`src/rtl/hazard_ctrl.sv`:
```
// hazard_ctrl: stall and bypass-select generation for the five-stage pipeline.
// Keeps shadow copies of the E, M and W stages and compares them against the
// instruction currently in D.
// Optional feature: define HAZ_STALL_CNT_EN to add the saturating stall_count output.
module hazard_ctrl (
   input  logic        clk,
   input  logic        reset,
   input  logic [31:0] instr_ctrl,
   output logic        PCfreeze,
   output logic        setNOP,
   output logic [31:0] D_FMUX1_slt,
   output logic [31:0] D_FMUX2_slt,
   output logic [31:0] E_FMUX1_slt,
   output logic [31:0] E_FMUX2_slt,
   output logic [31:0] M_FUMX_slt
`ifdef HAZ_STALL_CNT_EN
   ,
   output logic [31:0] stall_count
`endif
);

   localparam logic [5:0] OP_RTYPE = 6'h00;
   localparam logic [5:0] OP_J     = 6'h02;
   localparam logic [5:0] OP_JAL   = 6'h03;
   localparam logic [5:0] OP_BEQ   = 6'h04;
   localparam logic [5:0] OP_ORI   = 6'h0D;
   localparam logic [5:0] OP_LUI   = 6'h0F;
   localparam logic [5:0] OP_LW    = 6'h23;
   localparam logic [5:0] OP_SW    = 6'h2B;
   localparam logic [5:0] FN_JR    = 6'h08;
   localparam logic [5:0] FN_ADDU  = 6'h21;
   localparam logic [5:0] FN_SUBU  = 6'h23;

   // Unused sources are stored as $0 so they can never match a producer.
   typedef struct packed {
      logic       valid;
      logic [4:0] rs;
      logic [4:0] rt;
      logic [4:0] dst;
      logic       is_mem;
      logic       is_sw;
      logic [1:0] tnew;
   } e_ent_t;

   typedef struct packed {
      logic       valid;
      logic [4:0] rt;
      logic [4:0] dst;
      logic       is_mem;
      logic       is_sw;
      logic [1:0] tnew;
   } m_ent_t;

   typedef struct packed {
      logic       valid;
      logic [4:0] dst;
      logic       is_mem;
   } w_ent_t;

   // Decode the D-stage word into a shadow entry; unknown words become a nop.
   function automatic e_ent_t decode(input logic [31:0] ins);
      e_ent_t ent;
      ent = '0;
      case (ins[31:26])
         OP_RTYPE: begin
            if ((ins[10:6] == 5'd0) && ((ins[5:0] == FN_ADDU) || (ins[5:0] == FN_SUBU))) begin
               ent.valid = 1'b1; ent.rs = ins[25:21]; ent.rt = ins[20:16];
               ent.dst = ins[15:11]; ent.tnew = 2'd1;
            end else if ((ins[10:6] == 5'd0) && (ins[5:0] == FN_JR)) begin
               ent.valid = 1'b1; ent.rs = ins[25:21];
            end else begin
               ent = '0;
            end
         end
         OP_ORI:  begin ent.valid = 1'b1; ent.rs = ins[25:21]; ent.dst = ins[20:16]; ent.tnew = 2'd1; end
         OP_LUI:  begin ent.valid = 1'b1; ent.dst = ins[20:16]; ent.tnew = 2'd1; end
         OP_LW:   begin ent.valid = 1'b1; ent.rs = ins[25:21]; ent.dst = ins[20:16];
                        ent.is_mem = 1'b1; ent.tnew = 2'd2; end
         OP_SW:   begin ent.valid = 1'b1; ent.rs = ins[25:21]; ent.rt = ins[20:16]; ent.is_sw = 1'b1; end
         OP_BEQ:  begin ent.valid = 1'b1; ent.rs = ins[25:21]; ent.rt = ins[20:16]; end
         OP_J:    begin ent.valid = 1'b1; end
         OP_JAL:  begin ent.valid = 1'b1; ent.dst = 5'd31; ent.tnew = 2'd1; end
         default: begin ent = '0; end
      endcase
      // A $0 destination produces nothing anyone can consume.
      if (ent.dst == 5'd0) begin
         ent.tnew = 2'd0; ent.is_mem = 1'b0;
      end else begin
         ent.tnew = ent.tnew;
      end
      return ent;
   endfunction

   // Cycles from D until each source is consumed, packed as {tuse_rs, tuse_rt}.
   function automatic logic [3:0] tuse(input logic [31:0] ins);
      case (ins[31:26])
         OP_BEQ:   tuse = {2'd0, 2'd0};
         OP_SW:    tuse = {2'd1, 2'd2};
         OP_RTYPE: tuse = (ins[5:0] == FN_JR) ? {2'd0, 2'd1} : {2'd1, 2'd1};
         default:  tuse = {2'd1, 2'd1};
      endcase
   endfunction

   // Source s must wait if an in-flight producer is not ready by Tuse.
   function automatic logic needs_stall(input logic [4:0] s, input logic [1:0] tu,
                                        input e_ent_t e, input m_ent_t m);
      needs_stall = (s != 5'd0) &&
                    ((e.valid && (e.dst == s) && (e.tnew > tu)) ||
                     (m.valid && (m.dst == s) && (m.tnew > tu)));
   endfunction

   // W-only bypass: ALU result or load data at the end of the pipe.
   function automatic logic [1:0] w_sel(input logic [4:0] s, input w_ent_t w);
      if ((s != 5'd0) && w.valid && (w.dst == s)) w_sel = w.is_mem ? 2'd3 : 2'd2;
      else                                        w_sel = 2'd0;
   endfunction

   // Bypass chain: ready ALU result in M (younger) beats anything in W.
   function automatic logic [1:0] fwd_sel(input logic [4:0] s, input m_ent_t m, input w_ent_t w);
      if ((s != 5'd0) && m.valid && (m.dst == s) && (m.tnew == 2'd0) && !m.is_mem) fwd_sel = 2'd1;
      else                                                                         fwd_sel = w_sel(s, w);
   endfunction

   e_ent_t e_r, d_ent_s;
   m_ent_t m_r;
   w_ent_t w_r;
   logic [3:0] tuse_s;
   logic       stall_s;

   // Decode D and evaluate the stall condition.
   always_comb begin
      d_ent_s = decode(instr_ctrl);
      tuse_s  = tuse(instr_ctrl);
      stall_s = needs_stall(d_ent_s.rs, tuse_s[3:2], e_r, m_r) ||
                needs_stall(d_ent_s.rt, tuse_s[1:0], e_r, m_r);
   end

   // Advance the shadow pipeline; a stall injects a bubble into E.
   always_ff @(posedge clk) begin
      if (reset) begin
         e_r <= '0;
         m_r <= '0;
         w_r <= '0;
      end else begin
         w_r <= '{valid: m_r.valid, dst: m_r.dst, is_mem: m_r.is_mem};
         m_r <= '{valid: e_r.valid, rt: e_r.rt, dst: e_r.dst, is_mem: e_r.is_mem,
                  is_sw: e_r.is_sw, tnew: (e_r.tnew == 2'd0) ? 2'd0 : e_r.tnew - 2'd1};
         e_r <= stall_s ? '0 : d_ent_s;
      end
   end

   // Drive stall and forwarding selects straight to the datapath.
   always_comb begin
      PCfreeze    = stall_s;
      setNOP      = stall_s;
      D_FMUX1_slt = {30'd0, fwd_sel(d_ent_s.rs, m_r, w_r)};
      D_FMUX2_slt = {30'd0, fwd_sel(d_ent_s.rt, m_r, w_r)};
      E_FMUX1_slt = {30'd0, fwd_sel(e_r.rs, m_r, w_r)};
      E_FMUX2_slt = {30'd0, fwd_sel(e_r.rt, m_r, w_r)};
      if (m_r.valid && m_r.is_sw) M_FUMX_slt = {30'd0, w_sel(m_r.rt, w_r)};
      else                        M_FUMX_slt = 32'd0;
   end

`ifdef HAZ_STALL_CNT_EN
   logic [31:0] stall_cnt_r;

   // Count stalled cycles, saturating at all-ones.
   always_ff @(posedge clk) begin
      if (reset)                                       stall_cnt_r <= 32'd0;
      else if (stall_s && (stall_cnt_r != 32'hFFFF_FFFF)) stall_cnt_r <= stall_cnt_r + 32'd1;
      else                                             stall_cnt_r <= stall_cnt_r;
   end

   assign stall_count = stall_cnt_r;
`endif

endmodule

```
`config.mk`:
```
export PLATFORM = sky130hd
export DESIGN_NAME = hazard_ctrl
export DESIGN_NICKNAME = d
export VERILOG_FILES = /design/src/rtl/hazard_ctrl.sv
export SDC_FILE = /design/constraint.sdc
export NUM_CORES = 1
export LEC_CHECK = 0
export CORE_UTILIZATION = 37
export CTS_CLUSTER_DIAMETER = 200
export DETAILED_ROUTE_END_ITERATION = 6
export GPL_TIMING_DRIVEN = 0
export PLACE_DENSITY = 0.8
export SYNTH_ARGS = -nofsm -noshare
export SYNTH_HDL_FRONTEND = slang
export SYNTH_SLANG_ARGS = --single-unit
export TNS_END_PERCENT = 100
```
`constraint.sdc`:
```
create_clock -name clk -period 3.5 [get_ports clk]
set_clock_uncertainty 0.15 [all_clocks]
set_input_delay 0.7 -clock clk [delete_from_list [all_inputs] [get_ports clk]]
set_output_delay 0.7 -clock clk [all_outputs]
set_load 0.005 [all_outputs]
```
* Word level (Yosys, flattened, before mapping) *
Index checks and enable logic that the tools add are counted.
W data, S select, Z words.

word-level totals
  bits in registers = 42
  latch bits = 0
  memory bits (writable) = 0
  bits in read-only memories = 0
  input bits = 34
  output and inout bits = 162
  logic and storage cells = 127
  memories = 0

operators by class
  $add $sub $neg = 1
  multipliers = 0
  divide/modulo/power cells = 0
  order comparisons = 4
  eq/ne operators = 21
  shift-type cells = 0
  multiplexer cells = 23
  bitwise operators = 0
  reductions and logical operators = 62

operators with widths
  operator              number
  $eq A5 B5 Y1          11
  $logic_and A1 B1 Y1   39
  $reduce_bool A5 Y1    5
  $eq A6 B6 Y1 const B  4
  $mux W2               10
  $pmux W5 S2           2
  $eq A6 B4 Y1 const B  3
  $mux W16              1
  $pmux W5 S3           1
  $eq A6 B2 Y1 const B  2
  $logic_not A5 Y1      2
  $pmux W3 S3           1
  $reduce_or A3 Y1      3
  $gt A2 B2 Y1          4
  $reduce_or A7 Y1      1
  $eq A6 B3 Y1 const B  1
  $logic_not A6 Y1      1
  $mux W6               1
  $pmux W2 S3           1
  $reduce_or A2 Y1      3
  $logic_not A2 Y1      2
  $logic_or A1 B1 Y1    4
  $mux W1               4
  $reduce_or A4 Y1      1
  4 further kinds       4

* Longest topological paths before layout *
Gate-level depths: netlist of run 1.

  depth in word-level cells = 12
  depth in mapped cells = 13
  mapped depth without buffers = 10

* Worst setup path after synthesis of run 1 *
Ideal clock, no wire load.

  path kind = input to output
  from = input port instr_ctrl[28]
  to = output port setNOP
  arrival = 2.702 ns
  required time = 2.650 ns
  path slack = -0.052 ns
  stages on the path = 12
  path buffers = 4
  cells stage by stage = buf_4 -> nand4b_1 -> or2_2 -> ha_1 -> nand2_1 -> nand2_1 -> nor4_1 -> and3_1 -> buf_6 -> buf_12 -> nand3b_1 -> buf_4

between the ends
  cells in the longest elaborated chain, start to end = 9
  elaborated cells on any way between the ends = 33
  classes of those cells = order compare: 4; eq/ne: 8; mux: 3; reduce/logical: 18

RTL lines
  what                                                                   line      text
  start, declared                                                        8         input logic [31:0] instr_ctrl,
  $eq A6 B6 Y1 (tied with other cells)                                   64, 96
  $reduce_or A4 Y1 (no line) / $reduce_or A2 Y1 (equally long branches)  --
  $pmux W5 S2                                                            64        case (ins[31:26])
  $eq A5 B5 Y1, on equally long branches                                 108, 109
  $logic_and A1 B1 Y1, on equally long branches (2 in series)            108, 109
  $logic_or A1 B1 Y1                                                     108       ((e.valid && (e.dst == s) && (e.tnew > tu)) ||
  $logic_and A1 B1 Y1                                                    107       needs_stall = (s != 5'd0) &&
  $logic_or A1 B1 Y1 *                                                   134       stall_s = needs_stall(d_ent_s.rs, tuse_s[3:2], e_r, m_r) ||
  end, declared                                                          10        output logic setNOP,

Mark *: on every way between the ends. The rest lies on a longest branch, timed or not.

* Worst setup path after layout of run 1 *
Ends and elaborated chain as after synthesis.

==> results of run 1 <==
## synth_stat cells (8+ instances only)
cell	n	area share, %
nor4_1	9	1.5
clkbuf_1	15	1.5
nand2_1	16	1.6
nor2b_1	20	3.2
buf_4	152	30
nor3_1	21	2.7
xnor2_1	29	6.6
nor2_1	14	1.4
a21oi_1	8	1.0
xor2_1	20	4.5
dfxtp_1	41	21
inv_1	14	1.4
## flip-flops by register name, indices dropped and copies added (netlist names)
register  flops
w_r           7
e_r          19
m_r          15
## worst max-delay path by stage
| stage | start | to | slack, ps | cells after the start |
|---|---|---|---|---|
| after global routing | instr_ctrl[5] | setNOP | -170 | 12 |
| after CTS | instr_ctrl[28] | setNOP | -80 | 12 |
| after detailed placement | instr_ctrl[28] | setNOP | -1250 | 15 |
| after global placement | instr_ctrl[28] | setNOP | -1250 | 15 |
| after floorplan | instr_ctrl[28] | setNOP | 10 | 12 |
| final | instr_ctrl[28] | setNOP | -70 | 12 |
## cell type report
cell class / count / area [µm²]
fill: 926 / 4620
multi-input combinational: 380 / 2450
buffer: 177 / 1290
sequential: 41 / 821
timing repair buffer: 55 / 467
tap: 133 / 166
clock buffer: 7 / 86.3
inverter: 14 / 55.1
## stage by stage
step | setup TNS [ps] | std cells
2_1_floorplan | 0 | 614
3_3_place_gp | -7710 | 783
3_5_place_dp | -8020 | 783
4_1_cts | -93.2 | 808
5_1_grt | -250 | 807
6_report | -67.0 | 807
## timing repair
item                       in CTS  in global routing
setup endpoints to repair       9                  6
setup buffers                  19                  0
pin swaps                      24                  8
resized for setup              83                 15
## power groups by stage
| stage | clock network [mW] | logic, mW | registers (mW) |
|---|---|---|---|
| 6_report | 0.310 | 0.312 | 0.473 |
| 5_1_grt | 0.326 | 0.340 | 0.474 |
| 4_1_cts | 0.308 | 0.296 | 0.473 |
| 3_5_place_dp | 0 | 0.285 | 0.484 |
| 3_3_place_gp | 0 | 0.283 | 0.484 |
| 2_1_floorplan | 0 | 0.231 | 0.483 |
## logic make-up after synthesis
logic type / Yosys count / synth area share [%]
buffers and inverters: 193 / 35.5
adder cells (fa/ha/maj): 7 / 2.27
AO/OA/AOI/OAI: 41 / 8.11
XOR/XNOR: 49 / 11.1
AND/OR/NAND/NOR: 133 / 21.6
flip-flops: 41 / 21.3
other: 1 / 0.0972
## layer usage
layer | up-vias | track usage [%]
li1 | 1675 | -
met1 | 1511 | 18.2
met2 | 160 | 31.2
met3 | 29 | 2.94
met4 | 0 | 5.61
met5 | - | 0
==> results by group, run 1 <==
Outcome
  – Outcome: finished with violations
  – Failing checks: setup timing

Synth
  – Ys Warns: 0
  – FF+latch count, synth: 41
  – Register area share after synthesis: 21.3%
  – Syn_area_per_cell: 8.29 µm²
  – Synthesized instance count: 465
  – Mapped Area: 0.00386 mm²
  – Post-synthesis async set-or-reset flop share: 0%
  – Synth cell types: 55
  – Number of synthesized flops with an enable pin: 0
  – Synth Flop Type: dfxtp_1

Die
  – FP Rows: 36
  – Die height: 104 µm
  – DIE AREA: 0.0108 mm²
  – Effective utilization at floorplan: around two fifths
  – Die width: 104 µm
  – Io pins: roughly 200
  – Core area: 0.00995 mm²

Run
  – Max-cap check violation count: 0

Worst setup path
  – Most used cell, CP: buf_6
  – Crit-path max FO: 3
  – Slowest CP cell: or3_4
  – CP cell instances: buf_8 > buf_6 > nand4b_1 > or2_4 > buf_6 > ha_4 > nor2b_4 > o2111ai_2 > or3_4 > nand3b_1 > buf_4 > buf_6
  – Critical Path RT: approximately 2700 ps
  – CP endpoint kind: output pin
  – Kind of critical path: in2out
  – Critical path's largest stage delay: 360 ps
  – Bufs and invs on worst path: 5
  – Arrival @ worst endpoint: 2720 ps
  – Reg2reg end: e_r[6]$_SDFF_PP0_
  – Nature of the critical path startpoint: input pin
  – FF-to-FF Start: m_r[6]$_SDFF_PP0_
  – Reg-to-reg slack, setup: 1010 ps
  – R2R cell count: 9
  – Worst path top cell family by delay: simple AND/OR/NAND/NOR gates

Placement
  – Pre-CTS setup slack: -1250 ps
  – Routability cong.: 0.885
  – Final HPWL DP: 6.88 mm
  – Port-buffer cells: 36
  – Placed instance area: between 0.004 and 0.005 mm²

Routing
  – DRC viols: 0
  – DR iter-0 viols: between 150 and 200
  – WL met3: approximately 700 µm
  – Remaining antenna violation count: 0
  – Max layer used: met4
  – Met2 WL: between 4 and 5 mm
  – Pre-Repair DR Iteration Count: 4
  – Final wirelength: 9.23 mm
  – WL met1: 3.50 mm
  – Routed len/inst: around 11 µm
  – Via count: 3,375
  – Vias/cell: roughly 4.2

Final layout
  – Commonest non-fill, non-tap cell in the layout: buf_4
  – Final core occ: 53.6%
  – Nets: 715
  – N_diodes: 0
  – Post-route cell area: approximately 0.0053 mm²
  – Area grow syn2layout: 38.3%
  – Commonest cells after routing, fill and taps aside: buf_4 (168), conb_1 (150), dfxtp_1 (41)
  – Share of layout cells above drive strength 1: 35.9%

Timing
  – Endpoints failing setup: 1
  – Worst hold slack: 295 ps
  – Min cycle time layout: 3570 ps
  – Setup slack after layout: -67.0 ps
  – Slew @ Worst Pin: 557 ps
  – Max Slew Vio Count: 0
  – Fmax: 280 MHz
  – Final Cycle Share: 102%
  – RSZ-0062 raised after global routing: true
  – Hold Fails Final Rpt: 0
  – Slew Limit Headroom: 62.9%

Global routing
  – Global-route wire length before repair: 14.4 mm
  – Initial antenna violation count: 0
  – GRT Overall Usage: 16.4%
  – GRT overflow: 0
  – Vias in the first global route: between 2k and 3k
  – Largest net degree at the start of global routing: 12

Power and ir drop
  – Net Sw Frac: 26.9%
  – Leak Pwr: 2.65 nW
  – Total Power: 1.09 mW
  – Seq pwr share: 43.2%
  – Net switching power figure: 0.294 mW
  – Peak supply drop: 131 µV
  – P per Cell Area: approximately 210 mW/mm²
  – Logic gate share of total power: 28.5%
  – Int Pwr: 0.801 mW
  – Clock Power Share: 28.3%

CTS
  – CTS tree: yes
  – Clock-pin slew on the worst setup and hold paths: 70 ps
  – Clk_lat worst skew: 290 ps
  – Clock buffer count from CTS: 5
  – # hold bufs at CTS: 0
  – CTS sink count: 41
  – CTS Buffer Depth: 2
  – CTS Root Cell: clkbuf_8
  – H-tree depth: 2

Min path
  – Min-delay src: e_r[2]$_SDFF_PP0_
  – Worst Hold Class: reg2reg
  – Min-Delay Endpoint: m_r[2]$_SDFF_PP0_
  – Hold path cells: 1
Power figures use the tool's default switching activity.
==> run 2: changes to the inputs <==
- PLACE_DENSITY: 0.8 -> 0.82
- SLEW_MARGIN: not set -> 20
==> run 2 against run 1 <==
The run still ends with setup timing left; hold slack worse by 0.71 ps; register-to-register slack is essentially flat; critical path depth did not move; global-route usage decreased by 0.72 points; non-clock buffer count grew 3; flip-flop and latch count unchanged; via count down 3.3%; power up 8.0%.
==> results by group, run 2 (synthesis gave the netlist of run 1 again) <==
Final layout
  – Multi-input gate area: 0.00237 mm²
  – Max FFs per register: 19
  – Area grow syn2layout: 37.8%
  – Commonest non-fill, non-tap cell in the layout: buf_4
  – N_diodes: 0
  – Fillers: ~930
  – Reg area: 821 µm²
  – Finished Layout Cells: 811
  – Final core occ: 53.4%
  – Nets: 718
  – Commonest cells after routing, fill and taps aside: buf_4 (172), conb_1 (150), dfxtp_1 (41)
  – Largest reg by FF count: e_r
  – Regs by FF count: e_r (19), m_r (15), w_r (7)
  – Share of layout cells above drive strength 1: 35.0%

Placement
  – Port-buffer cells: 36
  – Routability cong.: 0.903
  – Number of cells after detailed placement: 783
  – Final HPWL DP: 6.80 mm

Routing
  – Via count: 3,264
  – DR iter-0 viols: 175
  – Remaining antenna violation count: 0
  – Final wirelength: roughly 9 mm
  – Vias/cell: 4.02
  – Routed len/inst: roughly 11 µm
  – DRC viols: 0
  – Pre-Repair DR Iteration Count: 4

Global routing
  – Largest net degree at the start of global routing: 13
  – Initial antenna violation count: 0
  – Vias in the first global route: 2,803
  – Global-route wire length before repair: 13.7 mm
  – GRT overflow: 0
  – GRT Overall Usage: 15.7%

Worst setup path
  – Kind of critical path: in2out
  – Critical Path RT: 2650 ps
  – Arrival @ worst endpoint: between 2000 and 3000 ps
  – Reg-to-reg slack, setup: 1010 ps
  – Crit-path max FO: 3
  – Nature of the critical path startpoint: input pin
  – CP endpoint kind: output pin

CTS
  – # hold bufs at CTS: 0
  – Clock buffer count from CTS: 5
  – CTS Root Cell: clkbuf_8
  – Clock-pin slew on the worst setup and hold paths: approximately 70 ps
  – CTS tree: yes
  – H-tree depth: 2
  – CTS sink count: 41
  – Clk_lat worst skew: 300 ps
  – CTS Buffer Depth: 2

Timing
  – Setup slack after layout: -165 ps
  – Fmax: 273 MHz
  – Min cycle time layout: 3670 ps
  – Endpoints failing setup: 3
  – Max Slew Vio Count: 0
  – RSZ-0062 raised after global routing: true
  – Slew @ Worst Pin: approximately 630 ps
  – Hold Fails Final Rpt: 0
  – Slew Limit Headroom: roughly 58%
  – Final Cycle Share: 105%

Outcome
  – Failing checks: setup timing
  – Outcome: finished with violations

Die
  – Die width: between 100 and 150 µm
  – Die height: between 100 and 150 µm
  – Io pins: 196
  – Effective utilization at floorplan: 38.7%
  – DIE AREA: 0.0108 mm²
  – Core area: 0.00995 mm²
  – FP Rows: 36

Min path
  – Worst Hold Class: reg2reg

Run
  – Max-cap check violation count: 0

Power and ir drop
  – Peak supply drop: 131 µV
  – Total Power: 1.18 mW
  – P per Cell Area: 223 mW/mm²
  – Leak Pwr: ~2.7 nW
run 2: cell count changes in the layout (fill, tap and decap cells not counted), moves of 2 or more:
cell / before / now
inv_1: 12 / 14
o21ai_0: 1 / 3
clkdlybuf4s50_1: 12 / 15
nor3_2: 7 / 5
dlygate4sd2_1: 16 / 13
ha_1: 3 / 6
ha_4: 4 / 1
nor3_1: 19 / 21
buf_4: 168 / 172
run 2: routing by layer:
metal	wire [µm]	GRT usage, %
met1	3520	18.7
met4	201	6.02
met3	593	2.26
met2	4720	28.4
met5	0	0
run 2: path summary, 6_finish.rpt:
check,endpoint,cells after the start,start
min,m_r[2]$_SDFF_PP0_,1,e_r[2]$_SDFF_PP0_
max reg2reg,e_r[0]$_SDFF_PP0_,10,m_r[4]$_SDFF_PP0_
max,setNOP,12,instr_ctrl[2]
min reg2reg,m_r[2]$_SDFF_PP0_,1,e_r[2]$_SDFF_PP0_
run 2: per-stage QoR:
stage | hold WS (ps) | setup slack [ps] | TNS (ps) | cell area [µm²]
floorplan | 250 | 11.7 | 0 | 4420
global placement | 263 | -1230 | -7060 | 4940
detailed placement | 267 | -1260 | -8130 | 4940
CTS | 280 | -135 | -214 | 5250
global route | 306 | -315 | -790 | 5310
finish | 294 | -165 | -289 | 5310
run 2: layout make-up:
cell class | count | share of cell area [%]
multi-input cells | 380 | 44.6
clock inverters | 1 | 0.565
flip-flops and latches | 41 | 15.4
clock buffers | 7 | 1.63
inverters | 14 | 0.989
plain buffers | 177 | 24.4
well taps | 133 | 3.13
repair buffers | 58 | 9.21
run 2: repair_timing:
item,CTS,global route
setup endpoints to repair,10,5
setup buffers,17,5
pin swaps,27,8
gates resized for setup,69,7
run 2: report_power, final:
| group | leakage (nW) | total [mW] | internal (mW) | switching, mW |
|---|---|---|---|---|
| logic | 2.28 | 0.309 | 0.175 | 0.134 |
| clock network | 0.0585 | 0.400 | 0.233 | 0.167 |
| registers | 0.331 | 0.473 | 0.470 | 0.00338 |
run 2: critical path, stage by stage:
cell             delay, ps
clkdlybuf4s50_1        440
nor4_4                 180
and3_4                 220
o21ai_2                 70
ha_1                   300
nor2_1                  50
o21ai_0                200
nor3_1                  90
o211ai_2               180
nand3b_1               110
buf_4                  140
buf_2                  120
